--- src/rtl/skin_frame_ctrl.sv ---
// Frame sequencer for the RGB->YUV skin-detect datapath: feeds pixels,
// realigns x/y tags with the returned skin flag, reports per-frame stats.
module skin_frame_ctrl #(
    parameter int H_RES    = 640,
    parameter int V_RES    = 480,
    parameter int PIPE_LAT = 8,
    parameter int MIN_SKIN = 2000
) (
    input  logic        clk,
    input  logic        rst_n,
    input  logic        sof,
    input  logic        s_valid,
    output logic        s_ready,
    input  logic [7:0]  s_red,
    input  logic [7:0]  s_grn,
    input  logic [7:0]  s_blu,
    output logic        dp_rst,
    output logic [17:0] dp_red,
    output logic [17:0] dp_grn,
    output logic [17:0] dp_blu,
    input  logic        dp_skind,
    output logic        busy,
    output logic [19:0] skin_count,
    output logic [9:0]  x_min,
    output logic [9:0]  x_max,
    output logic [8:0]  y_min,
    output logic [8:0]  y_max,
    output logic        face_found,
    output logic        result_valid
);

    localparam int DW = (PIPE_LAT > 1) ? $clog2(PIPE_LAT) : 1;

    typedef enum logic [1:0] {IDLE, RUN, DRAIN, DONE} state_t;

    state_t         state_q;
    logic [DW-1:0]  drain_q;
    logic [9:0]     x_q;
    logic [8:0]     y_q;
    logic           dp_rst_q;
    logic [17:0]    dp_red_q, dp_grn_q, dp_blu_q;

    // Tag = {valid, x, y}; entry 0 travels with the operands, the last
    // entry lines up with dp_skind PIPE_LAT cycles later.
    logic [19:0]    tag_q [0:PIPE_LAT];

    logic [19:0]    cnt_q, cnt_d;
    logic [9:0]     xmin_q, xmin_d, xmax_q, xmax_d;
    logic [8:0]     ymin_q, ymin_d, ymax_q, ymax_d;

    logic [19:0]    skin_count_q;
    logic [9:0]     x_min_q, x_max_q;
    logic [8:0]     y_min_q, y_max_q;
    logic           face_found_q;
    logic           result_valid_q;

    logic           hit;
    logic [9:0]     tx;
    logic [8:0]     ty;
    logic           last_px;

    assign tx      = tag_q[PIPE_LAT][18:9];
    assign ty      = tag_q[PIPE_LAT][8:0];
    assign hit     = tag_q[PIPE_LAT][19] & dp_skind;
    assign last_px = (x_q == 10'(H_RES - 1)) && (y_q == 9'(V_RES - 1));

    always_comb begin
        cnt_d  = cnt_q;
        xmin_d = xmin_q;
        xmax_d = xmax_q;
        ymin_d = ymin_q;
        ymax_d = ymax_q;
        if (hit) begin
            if (cnt_q != '1)
                cnt_d = cnt_q + 20'd1;
            if (cnt_q == '0) begin
                xmin_d = tx;
                xmax_d = tx;
                ymin_d = ty;
                ymax_d = ty;
            end else begin
                if (tx < xmin_q) xmin_d = tx;
                if (tx > xmax_q) xmax_d = tx;
                if (ty < ymin_q) ymin_d = ty;
                if (ty > ymax_q) ymax_d = ty;
            end
        end
    end

    always_ff @(posedge clk or negedge rst_n) begin
        if (!rst_n) begin
            state_q        <= IDLE;
            drain_q        <= '0;
            x_q            <= '0;
            y_q            <= '0;
            dp_rst_q       <= 1'b1;
            dp_red_q       <= '0;
            dp_grn_q       <= '0;
            dp_blu_q       <= '0;
            for (int i = 0; i <= PIPE_LAT; i++)
                tag_q[i] <= '0;
            cnt_q          <= '0;
            xmin_q         <= '0;
            xmax_q         <= '0;
            ymin_q         <= '0;
            ymax_q         <= '0;
            skin_count_q   <= '0;
            x_min_q        <= '0;
            x_max_q        <= '0;
            y_min_q        <= '0;
            y_max_q        <= '0;
            face_found_q   <= 1'b0;
            result_valid_q <= 1'b0;
        end else begin
            result_valid_q <= 1'b0;
            dp_red_q       <= '0;
            dp_grn_q       <= '0;
            dp_blu_q       <= '0;
            for (int i = PIPE_LAT; i > 0; i--)
                tag_q[i] <= tag_q[i-1];
            tag_q[0]       <= '0;
            cnt_q          <= cnt_d;
            xmin_q         <= xmin_d;
            xmax_q         <= xmax_d;
            ymin_q         <= ymin_d;
            ymax_q         <= ymax_d;

            // Start-of-frame overrides everything, including a final accept.
            if (sof) begin
                state_q  <= RUN;
                dp_rst_q <= 1'b0;
                x_q      <= '0;
                y_q      <= '0;
                for (int i = 0; i <= PIPE_LAT; i++)
                    tag_q[i] <= '0;
                cnt_q    <= '0;
                xmin_q   <= '0;
                xmax_q   <= '0;
                ymin_q   <= '0;
                ymax_q   <= '0;
            end else begin
                unique case (state_q)
                    IDLE: begin
                        dp_rst_q <= 1'b1;
                    end
                    RUN: begin
                        if (s_valid) begin
                            dp_red_q <= {10'b0, s_red};
                            dp_grn_q <= {10'b0, s_grn};
                            dp_blu_q <= {10'b0, s_blu};
                            tag_q[0] <= {1'b1, x_q, y_q};
                            if (last_px) begin
                                state_q <= DRAIN;
                                drain_q <= '0;
                                x_q     <= '0;
                                y_q     <= '0;
                            end else if (x_q == 10'(H_RES - 1)) begin
                                x_q <= '0;
                                y_q <= y_q + 9'd1;
                            end else begin
                                x_q <= x_q + 10'd1;
                            end
                        end
                    end
                    DRAIN: begin
                        if (drain_q == DW'(PIPE_LAT - 1))
                            state_q <= DONE;
                        else
                            drain_q <= drain_q + 1'b1;
                    end
                    DONE: begin
                        skin_count_q   <= cnt_d;
                        x_min_q        <= xmin_d;
                        x_max_q        <= xmax_d;
                        y_min_q        <= ymin_d;
                        y_max_q        <= ymax_d;
                        face_found_q   <= (cnt_d >= 20'(MIN_SKIN));
                        result_valid_q <= 1'b1;
                        state_q        <= IDLE;
                        dp_rst_q       <= 1'b1;
                    end
                    default: state_q <= IDLE;
                endcase
            end
        end
    end

    assign s_ready      = (state_q == RUN);
    assign busy         = (state_q != IDLE);
    assign dp_rst       = dp_rst_q;
    assign dp_red       = dp_red_q;
    assign dp_grn       = dp_grn_q;
    assign dp_blu       = dp_blu_q;
    assign skin_count   = skin_count_q;
    assign x_min        = x_min_q;
    assign x_max        = x_max_q;
    assign y_min        = y_min_q;
    assign y_max        = y_max_q;
    assign face_found   = face_found_q;
    assign result_valid = result_valid_q;

endmodule
--- config.mk ---
export PLATFORM = sky130hd
export DESIGN_NAME = skin_frame_ctrl
export DESIGN_NICKNAME = d
export VERILOG_FILES = /design/src/rtl/skin_frame_ctrl.sv
export SDC_FILE = /design/constraint.sdc
export NUM_CORES = 1
export LEC_CHECK = 0
export ABC_AREA = 1
export BUFFER_PORTS_ARGS = -buffer_cell sky130_fd_sc_hd__clkbuf_2
export CAP_MARGIN = 20
export CORE_MARGIN = 5
export CORE_UTILIZATION = 43
export DETAILED_ROUTE_END_ITERATION = 12
export SYNTH_ARGS = -nofsm -noshare
export SYNTH_HDL_FRONTEND = slang
export SYNTH_SLANG_ARGS = --single-unit
export TNS_END_PERCENT = 1
--- constraint.sdc ---
create_clock -name clk -period 2.7 [get_ports clk]
set_clock_uncertainty 0.15 [all_clocks]
set_input_delay 0.405 -clock clk [delete_from_list [all_inputs] [get_ports clk]]
set_output_delay 0.405 -clock clk [all_outputs]
set_load 0.005 [all_outputs]
==> results by group <==
Final layout
  – Footprint of the multi-input gates: between 4000 and 5000 um^2
  – Synthesis-to-layout area growth: 17.9%
  – Fraction of final layout cells with drive strength greater than 1: 0.133
  – Antenna diode count: 0
  – Number of nets in the final layout: roughly 1900
  – Reg area: slightly below 9000 um^2
  – Filler cells: between 3000 and 4000

Clock tree
  – Clock root cell: clkbuf_16
  – Inserted Clock Buffers: 39
  – TritonCTS clock tree: done
  – H-tree depth: 2
  – Clock Tree Buf Depth: 3
  – Clock insertion delay at the later pin of the skew report: 0.52 ns
  – Clock slew seen by the registers of the worst setup and hold paths: approximately 0.060 ns
  – Sinks on Clock Net: 347
  – Post-CTS sizing: 0

Synth
  – Multiplexer share of the synthesized area: 0
  – Fraction of the mapped netlist area in adder cells: 0.0392
  – Compound-gate portion of the synthesized area: 0.0461
  – Simple-Gate Fraction of Synth Area: 0.206
  – Synth unique cells: 50
  – Mean Syn Cell Area: 8.95 um^2
  – Main combinational cell family by area after synthesis: simple AND/OR/NAND/NOR gates
  – Yosys synthesis warning count: 0
  – Register bit total from synthesis: 347
  – Synthesized cell area: 14700 um^2
  – Seq/Total Area, Yosys: 0.592
  – Synthesized instance count: 1640
  – Xor and xnor fraction of the mapped netlist area: 0.00477

Critical path
  – Top Family by Delay on Critical Path: simple AND/OR/NAND/NOR gates
  – Crit path buffers/inverters: 0
  – Most frequent cell on the critical path: nand2_1
  – Highest net fanout along the worst path: 11
  – Category of the worst setup path launch point: register
  – CP Cell Sequence: ha_1 > nand4_1 > nor3_1 > o21ai_0 > o211ai_1 > nand2_1 > nand2_1 > nand2_2 > nand2_1 > nand2_1 > nor2_1
  – Arr. time, crit path: 2.69 ns
  – Cell type of the slowest stage on the worst timing path: dfrtp_1
  – CP required: 2.99 ns
  – Endpoint type of the worst setup path: register
  – Delay contributed by the slowest stage of the critical path: 0.41 ns
  – CP Class: register to register

Timing
  – Setup total negative slack: 0 ns
  – Final hold vios: 0
  – Tmin final: approximately 2.4 ns
  – Setup-violating endpoint count in the final report: 0
  – Max transition margin: 0.542
  – Max Slew Vio Count: 0
  – Slack of the critical path: 0.295 ns
  – Setup repair after global routing missed its margin: false
  – Slew @ Worst Pin: 0.687 ns
  – Fin crit share: 0.891
  – Peak Freq: between 400 and 500 MHz

Route
  – Number of DRC violations after detailed-routing iteration 0: 562
  – Vias: 10200
  – Number of detailed-route iterations in the first pass: 5
  – WL final: 28.8 mm
  – Average detailed-routed wire length per instance: 12.7 um
  – Post-route ant nets: 0
  – Vias per cell: 4.50
  – # DRC: 0

Place
  – Port bufs: 115
  – Global placer's final weighted congestion: between 0.9 and 1
  – HPWL after DPL: roughly 19 mm
  – Minimum setup slack after placement: approximately 0.27 ns

Pwr
  – Pint: slightly below 9 mW
  – Max rail drop VDD: 0.578 mV
  – Seq pwr share: 0.471
  – Fraction of power spent switching nets: 0.237
  – Switch Pwr: 2.73 mW
  – Leakage power of the design: roughly 8.8 nW
  – Part of the power in combinational logic: 0.076
  – Clock network fraction of design power: 0.453
  – Power per Cell Area: 667 nW/um^2

Hold path
  – Hold/Removal Path Class: input port to register

GRT
  – Number of antenna violations at the first check in global routing: 0
  – Overflow left after global routing: 0
  – Maximum number of pins on one net before global-route repair: 158
  – GRT Overall Usage: 0.154
  – Wire length of the first global-routing pass: 49.8 mm
  – Vias in the first global route: 10100

Floorplan
  – Die X-Extent: 195 um
  – Die outline area: 37900 um^2
  – Floorplan core area: approximately 34000 um^2
  – Number of top-level pins: 146
  – Die extent in y: slightly below 200 um
  – Starting utilization of the core area: 0.437
  – Row count: 67

Status
  – Result of the run: finished, final reports clean

Run
  – Count of maximum capacitance violations: 0
[synth_stat cells (all sizes together)]
cell	instances	area share
dfrtp	346	0.59
inv	318	0.081
nor2	315	0.083
nand2	282	0.074
nand3	78	0.029
o21ai	68	0.026
ha	46	0.039
buf	40	0.020
clkbuf	40	0.010
a21oi	31	0.011
nand4	24	0.011
nor3	13	0.0055
xor2	7	0.0042
o211ai	4	0.0020
or2	4	0.0017
a211oi	2	0.0010
a31oi	2	0.00085
clkinv	2	0.00060
o2111ai	2	0.0012
a21boi	1	0.00051
a21o	1	0.00051
a22oi	1	0.00051
a2bb2oi	1	0.00060
and2	1	0.00043
conb	1	0.00026
dfstp	1	0.0018
nand3b	1	0.00051
nor3b	1	0.00051
nor4	1	0.00043
o21a	1	0.00051
o21bai	1	0.00051
o22ai	1	0.00043
o31ai	1	0.00051
o32ai	1	0.00060
xnor2	1	0.00060
[metrics by stage]
stage               hold slack (ns)  utilization  instance area, um^2  total power [mW]  std cells
global route                  0.135        0.515                17300              12.1       2268
CTS                           0.111        0.515                17300              11.7       2268
detailed placement            0.290        0.469                15800              6.41       2173
floorplan                   -0.0406            -                14800              5.99       1669
finish                        0.140        0.515                17300              11.5       2268
global placement              0.286        0.469                15800              6.39       2173
[cell type report]
class / count / area share
clock buffers: 56 / 0.0665
clock inverters: 14 / 0.00846
inverters: 320 / 0.0695
multi-input cells: 922 / 0.258
flip-flops and latches: 347 / 0.502
well taps: 448 / 0.0324
repair buffers: 161 / 0.0636
[logic make-up (layout without fill, tap and decap cells)]
| logic type | count (synthesis) | after routing |
|---|---|---|
| AOI/OAI and AO/OA | 118 | 118 |
| xor gates and xnor gates | 8 | 8 |
| adders and majority gates | 46 | 46 |
| buffers and inverters | 400 | 551 |
| DFF | 347 | 347 |
| other | 1 | 30 |
| and+or+nand+nor | 720 | 720 |
[flip-flops by register name (all words and copies together) (netlist names), 10 cells and up]
| register | cells |
|---|---|
| x_max | 10 |
| x_min | 10 |
| skin_count | 20 |
| xmax_q | 10 |
| x_q | 10 |
| tag_q | 180 |
| xmin_q | 10 |
| cnt_q | 20 |
[worst paths after layout]
check	from	cells after the start	slack, ns	end
max	tag_q[18]	11	0.29	xmax_q[5]
min	sof	2	0.14	tag_q[159]
max reg2reg	tag_q[18]	11	0.29	xmax_q[5]
min reg2reg	tag_q[152]	2	0.29	tag_q[132]
max in group asynchronous	rst_n	3	1.32	dp_rst
min in group asynchronous	rst_n	2	0.29	result_valid
[routing by layer]
layer / vias up / global-route usage / routed length, um
li1: 5186 / - / -
met1: 4771 / 0.221 / 13600
met2: 214 / 0.248 / 13200
met3: 45 / 0.0255 / 1370
met4: 0 / 0.0378 / 588
met5: - / 0 / 0
[power by group through the flow]
stage	combinational (mW)	clock [mW]	sequential (mW)
final	0.878	5.23	5.44
after global routing	1.01	5.64	5.45
after CTS	0.906	5.40	5.44
after detailed placement	0.877	0	5.53
after global placement	0.865	0	5.52
after floorplan	0.463	0	5.53
[cells in the final DEF (no fill, tap or decap), types with 9 or more instances in the layout]
cell type      count
clkbuf_2         113
nand2_1          275
nand4_1           22
ha_1              46
dlygate4sd3_1     25
clkbuf_8           9
o21ai_2           10
conb_1            30
dfrtp_1          346
nand3_1           73
buf_4             13
a21oi_1           31
o21ai_0           51
nor3_1            10
clkbuf_16         40
nor2_1           306
inv_1            316
[worst reg2reg max path: stages, from the launching register on]
cell and delay [ns]:
dfrtp_1 0.41, ha_1 0.33, nand4_1 0.13, nor3_1 0.19
o21ai_0 0.12, o211ai_1 0.10, nand2_1 0.06, nand2_1 0.30
nand2_2 0.26, nand2_1 0.15, nand2_1 0.06, nor2_1 0.08
[repair_timing]
item / CTS / global route
buffers inserted: 0 / 0
hold buffers: 25 / 0
endpoints found under the hold margin: 94 / 0
Note: power is estimated with default switching activity, not from simulation.
